### config.mk
export PLATFORM = sky130hd
export DESIGN_NAME = oam_dma
export DESIGN_NICKNAME = d
export VERILOG_FILES = /design/src/rtl/oam_dma.sv
export SDC_FILE = /design/constraint.sdc
export NUM_CORES = 1
export LEC_CHECK = 0
export BUFFER_PORTS_ARGS = -buffer_cell sky130_fd_sc_hd__buf_4
export CAP_MARGIN = 25
export CORE_ASPECT_RATIO = 1.4
export CORE_MARGIN = 3
export CORE_UTILIZATION = 45
export CTS_BUF_LIST = sky130_fd_sc_hd__clkbuf_4 sky130_fd_sc_hd__clkbuf_8
export CTS_CLUSTER_DIAMETER = 120
export DETAILED_ROUTE_END_ITERATION = 6
export PLACE_DENSITY = 0.64
export SLEW_MARGIN = 10
export SYNTH_ARGS = -nofsm -noshare
export SYNTH_HDL_FRONTEND = slang
export SYNTH_SLANG_ARGS = --single-unit
### constraint.sdc
create_clock -name clk -period 6.35 [get_ports clk]
set_clock_uncertainty 0.05 [all_clocks]
set_input_delay 1.27 -clock clk [delete_from_list [all_inputs] [get_ports clk]]
set_output_delay 1.27 -clock clk [all_outputs]
set_load 0.1 [all_outputs]
### src/rtl/oam_dma.sv
// OAM DMA engine: FF46-triggered 160-byte copy into OAM,
// with CPU bus arbitration and an optional internal HRAM.
module oam_dma #(
  parameter int HRAM_EN = 1
) (
  input  logic        clk,
  input  logic        rst,
  input  logic        phi,
  input  logic [15:0] cpu_a,
  input  logic [7:0]  cpu_dout,
  input  logic        cpu_rd,
  input  logic        cpu_wr,
  output logic [7:0]  cpu_din,
  output logic [15:0] mem_a,
  output logic [7:0]  mem_dout,
  input  logic [7:0]  mem_din,
  output logic        mem_rd,
  output logic        mem_wr,
  output logic [7:0]  oam_a,
  output logic [7:0]  oam_dout,
  output logic        oam_we,
  output logic        dma_active
);

  typedef enum logic [1:0] {
    IDLE,
    ARM,
    START,
    XFER
  } state_t;

  state_t      state;
  logic [1:0]  cnt;
  logic [1:0]  s;
  logic        phi_q;
  logic        wr_q;
  logic [7:0]  src_hi;
  logic [7:0]  idx;
  logic [7:0]  data_buf;
  logic [7:0]  eff_hi;
  logic        ff46_sel;
  logic        hram_sel;
  logic        detect;
  logic        mcyc_end;
  logic        xfer;
  logic [7:0]  hram [0:127];

  // Slot realigns to 0 on every rising CPU phase.
  assign s        = (phi && !phi_q) ? 2'd0 : cnt;
  assign mcyc_end = (s == 2'd3);
  assign xfer     = (state == XFER);
  assign ff46_sel = (cpu_a == 16'hFF46);
  assign hram_sel = (HRAM_EN != 0) && (cpu_a >= 16'hFF80)
                    && (cpu_a != 16'hFFFF);
  assign detect   = cpu_wr && !wr_q && ff46_sel;
  assign eff_hi   = (src_hi >= 8'hE0) ? (src_hi - 8'h20) : src_hi;

  always_ff @(posedge clk) begin
    if (!rst) begin
      state      <= IDLE;
      cnt        <= 2'd0;
      phi_q      <= 1'b0;
      wr_q       <= 1'b0;
      src_hi     <= 8'hFF;
      idx        <= 8'd0;
      data_buf   <= 8'd0;
      oam_we     <= 1'b0;
      oam_a      <= 8'd0;
      oam_dout   <= 8'd0;
      dma_active <= 1'b0;
    end else begin
      phi_q  <= phi;
      wr_q   <= cpu_wr;
      cnt    <= s + 2'd1;
      oam_we <= 1'b0;
      if (detect) begin
        src_hi <= cpu_dout;
        idx    <= 8'd0;
        state  <= ARM;
      end else begin
        unique case (state)
          IDLE: ;
          ARM: begin
            if (mcyc_end) state <= START;
          end
          START: begin
            if (mcyc_end) begin
              state      <= XFER;
              dma_active <= 1'b1;
            end
          end
          XFER: begin
            if (s == 2'd1) data_buf <= mem_din;
            // Registered so the pulse lands on the s=3 clock.
            if (s == 2'd2) begin
              oam_we   <= 1'b1;
              oam_a    <= idx;
              oam_dout <= data_buf;
            end
            if (mcyc_end) begin
              if (idx == 8'd159) begin
                state      <= IDLE;
                dma_active <= 1'b0;
                idx        <= 8'd0;
              end else begin
                idx <= idx + 8'd1;
              end
            end
          end
        endcase
      end
    end
  end

  // HRAM survives reset; written on the rising CPU write strobe.
  always_ff @(posedge clk) begin
    if (hram_sel && cpu_wr && !wr_q)
      hram[cpu_a[6:0]] <= cpu_dout;
  end

  always_comb begin
    mem_a    = cpu_a;
    mem_dout = cpu_dout;
    mem_rd   = cpu_rd && !hram_sel;
    mem_wr   = cpu_wr && !hram_sel;
    if (xfer) begin
      mem_a  = {eff_hi, idx};
      mem_rd = (s != 2'd3);
      mem_wr = 1'b0;
    end
  end

  always_comb begin
    cpu_din = mem_din;
    if (ff46_sel)
      cpu_din = src_hi;
    else if (hram_sel)
      cpu_din = hram[cpu_a[6:0]];
    else if (xfer)
      cpu_din = 8'hFF;
  end

endmodule
# --- Word level (Yosys, flattened, before mapping) ---
# Memories as Yosys holds them, arrays and structs flattened.
# Index checks and enable logic that the tools add are counted.
word_totals:
  regBits: 48
  ramBits: 1024
  mem_count: 1
memory_table:
  columns: ["name", "depth", "word_bits", "read_ports", "rd_ports_with_merged_regs", "wr", "line_no", "rtl"]
  rows:
  - ["hram", 128, 8, 1, 0, 1, "46", "logic [7:0] hram [0:127];"]
classes:
  addsub: 3
  order_cmp: 2
  n_eq_ne: 18
  muxes: 22
  bitwise: 3
  n_reduce_logical: 22
op_table:
  columns: ["op", "n"]
  rows:
  - ["$mux W8", 5]
  - ["$eq A16 B16 Y1 const B", 1]
  - ["$ge A16 B16 Y1 const B", 1]
  - ["$mux W16", 1]
  - ["$ne A16 B16 Y1 const B", 1]
  - ["$reduce_and A5 Y1", 3]
  - ["$mux W2", 5]
  - ["$mux W1", 9]
  - ["$ne A3 B3 Y1 const B", 3]
  - ["$add A8 B1 Y8 const B", 1]
  - ["$eq A2 B2 Y1 const B", 4]
  - ["$eq A8 B8 Y1 const B", 1]
  - ["$ge A8 B8 Y1 const B", 1]
  - ["$logic_and A1 B1 Y1", 8]
  - ["$ne A2 B2 Y1 const B", 4]
  - ["$sub A8 B6 Y8 const B", 1]
  - ["$pmux W2 S3", 1]
  - ["$reduce_and A3 Y1", 2]
  - ["$eq A2 B1 Y1 const B", 2]
  - ["$reduce_bool A4 Y1", 1]
  - ["$logic_not A1 Y1", 3]
  - ["$ne A3 B2 Y1 const B", 1]
  - ["$not A1 Y1", 3]
  - ["$reduce_bool A3 Y1", 1]
  - ["7 further kinds", 7]

# --- Depth between registers and ports, before layout ---
depth:
  ltp_word: 7
  mapped_depth: 12
  depth_no_buf: 9

# --- Worst setup path before layout ---
# Ideal clock, no wire load.
synth_timing:
  path_type: "input-to-output"
  startpoint: "input cpu_a[1]"
  endpoint: "output cpu_din[5]"
  t_arrival_ns: 4.328
  path_slack_ns: 0.702
  path_stages: 11
  cell_sequence: "buf_2 buf_4 buf_2 buf_2 buf_2 nor2_1 a2111oi_0 a21oi_1 o2111ai_1 nor4_1 a21oi_1"
synth_via:
  elab_chain_len: 4
  word_cells_on_any_way: 7
synth_rtl:
  columns: ["item", "line_no", "rtl"]
  rows:
  - ["from (decl)", "9", "input logic [15:0] cpu_a,"]
  - ["$ge A16 B16 Y1 or $ne A16 B16 Y1 (tied branches)", "53, 54", null]
  - ["$logic_and A1 B1 Y1", "54", "&& (cpu_a != 16'hFFFF);"]
  - ["$mux W8", "137", "else if (hram_sel)"]
  - ["$mux W8 (*)", "135", "if (ff46_sel)"]
  - ["to (decl)", "13", "output logic [7:0] cpu_din,"]
# Every way passes the cells marked *; elsewhere a longest branch is shown, timed or not.

# --- Final worst setup path ---
layout_timing:
  startpoint: "input cpu_a[2]"
  endpoint: "output cpu_din[2]"
# The elaborated chain is that of the path after synthesis.

==> out/qor.yml <==
status:
  status: "complete, but fails checks"
  violations: "design-rule violations"
power_and_ir_drop:
  p_per_area_nw_per_um2: 289
  swShare_pct: 22.8
  seq_power_share_pct: 55.7
  share_comb_of_total_power_pct: 6.3
  power.leakage_nw: 15.7
  total_power_mw: 13.9
  pwr-share-clk_pct: 38.0
  switching_power_mw: 3.17
  peakVddDrop_mv: 0.219
  p_int_mw: 10.7
global_route:
  grtUsageTotal_pct: 25.3
  grt_pass1_wl_mm: 179
  grt_max_degree: 79
  use_met1_pct: 29.8
  grt-busiest-layer: "met2"
  overflow: 0
  use_met3_pct: 5.16
  grt_pass1_vias: 25700
  use_met2_pct: 42.9
  antenna_found_initial: 4
worst_setup_path:
  worst_setup_path_start_kind: "input pin"
  required_ps: 5030
  r2r_slack_ps: 3590
  rr_startpoint: "wr_q"
  critPathMaxFanout: 50
  regToRegEndpoint: "hram[111][1]"
  crit_type: "in2out"
  endpoint_kind: "output port"
  r2r_cells: 6
  cp.arrival_ps: 4630
floorplan:
  dieArea_um2: 98800
  die_h_um: 371
  ioPinCount: 89
  initial_core_util_pct: 45.5
  core_area_um2: 94000
  rows: 133
  die_w_um: 266
synth:
  seq_area_frac_synth_pct: 74.2
  ys_seq_elements: 1072
  syn_inst: 2509
  synth_top_flop_cell: "edfxtp_1"
  yosys.area.top_type_share_pct: 71.9
  synthTopCellsByArea: "edfxtp_1, mux4_2, mux2i_1"
  yosysUniqueCellTypes: 85
  async_reset_ff_share_pct: 0
  synth_area_leader_cell: "edfxtp_1"
  synthTopCellsByCount: "edfxtp_1, nor2_1, mux2i_1, nand2_1, mux2_2"
  avgSynthCellArea_um2: 17.0
  syn-cell-area_um2: 42700
  yosys_warnings: 0
  synth_edf_count: 1024
  yosysMostFrequentCell: "edfxtp_1"
job:
  cap_violations: 0
hold_path:
  hold_class: "reg2reg"
  holdCritStartpoint: "oam_a[3]"
  hold_end: "oam_a[3]"
  holdPathStages: 2
clocking:
  htreeDepth: 4
  clk_pin_slew_worst_paths_ps: 60
  cts_setup_buffers: 0
  ctsResizeCount: 0
  hold_buffers: 0
  cts_made_buffers: 153
  clock_path_buffers: 3
  clock-root-buffer: "clkbuf_8"
  cts_tree: "done"
  clock_sinks: 1072
  clock_latency_ps: 840
route:
  antenna_left: 0
  drt_wl_total_mm: 124
  vias_per_cell: 6.19
  drt_pass1_iterations: 7
  vias: 25200
  drt_iter0_markers: 2830
  drc: 38
  wire_per_inst_um: 30.5
timing:
  fin_ws_ps: 397
  setup_tns_ps: 0
  maxSlewViolCount: 0
  slew_headroom_pct: 29.9
  setup_violations: 0
  rsz0062_at_grt: "no"
  finalHoldViolations: 0
  fin_crit_sh_pct: 93.7
  fmax_mhz: 168
  tightest_slew_ps: 1050
  min_period_ps: 5950
final_layout:
  nNetsFinal: 2790
  finalCoreUtilization_pct: 51.2
  drive_gt1_share_pct: 24.1
  area_delta_synth_final_pct: 12.7
placement:
  pre_cts_slack_ps: 425
  portBuffers: 88
  place_congestion: 0.951
  dp_hpwl_mm: 79.5
-- routing by layer --
| metal | share of wire (%) | up-vias |
|---|---|---|
| met2 | 50 | 1517 |
| met1 | 35 | 12800 |
| met5 | 0 | - |
| met4 | 6.5 | 0 |
| met3 | 8.8 | 394 |
| li1 | - | 10500 |
-- worst max-delay path by stage --
stage	from	endpoint	slack (ps)
finish	cpu_a[2]	cpu_din[2]	400
global route	cpu_a[0]	cpu_din[5]	290
CTS	cpu_a[0]	cpu_din[2]	420
detailed placement	cpu_a[0]	cpu_din[2]	420
global placement	cpu_a[0]	cpu_din[6]	490
floorplan	cpu_a[1]	cpu_din[5]	700
-- through the flow --
stage,cell area (um2),cells,hold slack (ps)
4_1_cts,48200,4068,408
3_5_place_dp,45200,3803,399
2_1_floorplan,42800,2516,380
5_1_grt,48200,4070,426
3_3_place_gp,45200,3803,387
6_report,48200,4071,406
-- registers in the layout, summed over array words and instances (netlist names) --
| signal | flops |
|---|---|
| hram | 1024 |
| data_buf | 8 |
| idx | 8 |
| oam_a | 8 |
| oam_dout | 8 |
| src_hi | 8 |
| cnt | 2 |
| state | 2 |
| dma_active | 1 |
| oam_we | 1 |
| phi_q | 1 |
| wr_q | 1 |
-- power by group through the flow --
stage | combinational, mW | clock (mW) | sequential, mW
final | 0.882 | 5.28 | 7.74
after floorplan | 0.473 | 0 | 7.89
after global placement | 0.862 | 0 | 7.89
after CTS | 0.874 | 5.35 | 7.74
after global routing | 0.910 | 5.67 | 7.74
after detailed placement | 0.871 | 0 | 7.89
-- cells by family (layout without fill, tap and decap cells) --
group	Yosys count	after routing	share of synthesized area (%)
AO/OA/AOI/OAI	436	436	7.45
XOR/XNOR	6	6	0.123
adder cells (fa/ha/maj)	9	9	0.263
buffers and inverters	183	521	2.37
flip-flops	1072	1072	74.2
multiplexers	334	334	10.7
other	1	10	0.00877
AND/OR/NAND/NOR	468	468	4.90
-- cell type report --
type | instances | area (um2)
inverters | 14 | 52.6
clock buffers | 206 | 2530
repair buffers | 242 | 1890
well taps | 1215 | 1520
diodes | 2 | 5.00
fillers | 7504 | 45900
flip-flops and latches | 1072 | 31700
clock inverters | 59 | 379
multi-input cells | 1261 | 10100
-- cell usage in the layout, fill, tap and decap left out, types with 13 or more instances in the layout --
master / synthesis / final
mux2_2: 103 / 103
o21ai_0: 48 / 48
a221oi_1: 54 / 54
nand2_1: 139 / 139
edfxtp_1: 1024 / 1024
a221o_1: 21 / 21
dfxtp_1: 48 / 48
and2_1: 13 / 13
mux4_2: 87 / 87
mux2i_1: 139 / 139
nand3_1: 48 / 48
a21oi_1: 69 / 69
o22ai_1: 24 / 24
clkinv_1: 2 / 39
buf_4: 25 / 234
a22oi_1: 83 / 83
nor2_1: 193 / 192
clkbuf_8: 0 / 157
clkbuf_4: 0 / 49
-- critical path, cell delays in order --
cell	delay (ps)
buf_6	400
buf_4	320
buf_4	260
mux4_2	250
nor2_1	40
a2111oi_0	470
buf_4	220
nor4b_1	50
a311oi_1	480
a2111oi_1	130
buf_4	190
a21oi_1	190
buf_4	320
No activity file was read; power rests on OpenSTA's default activity.
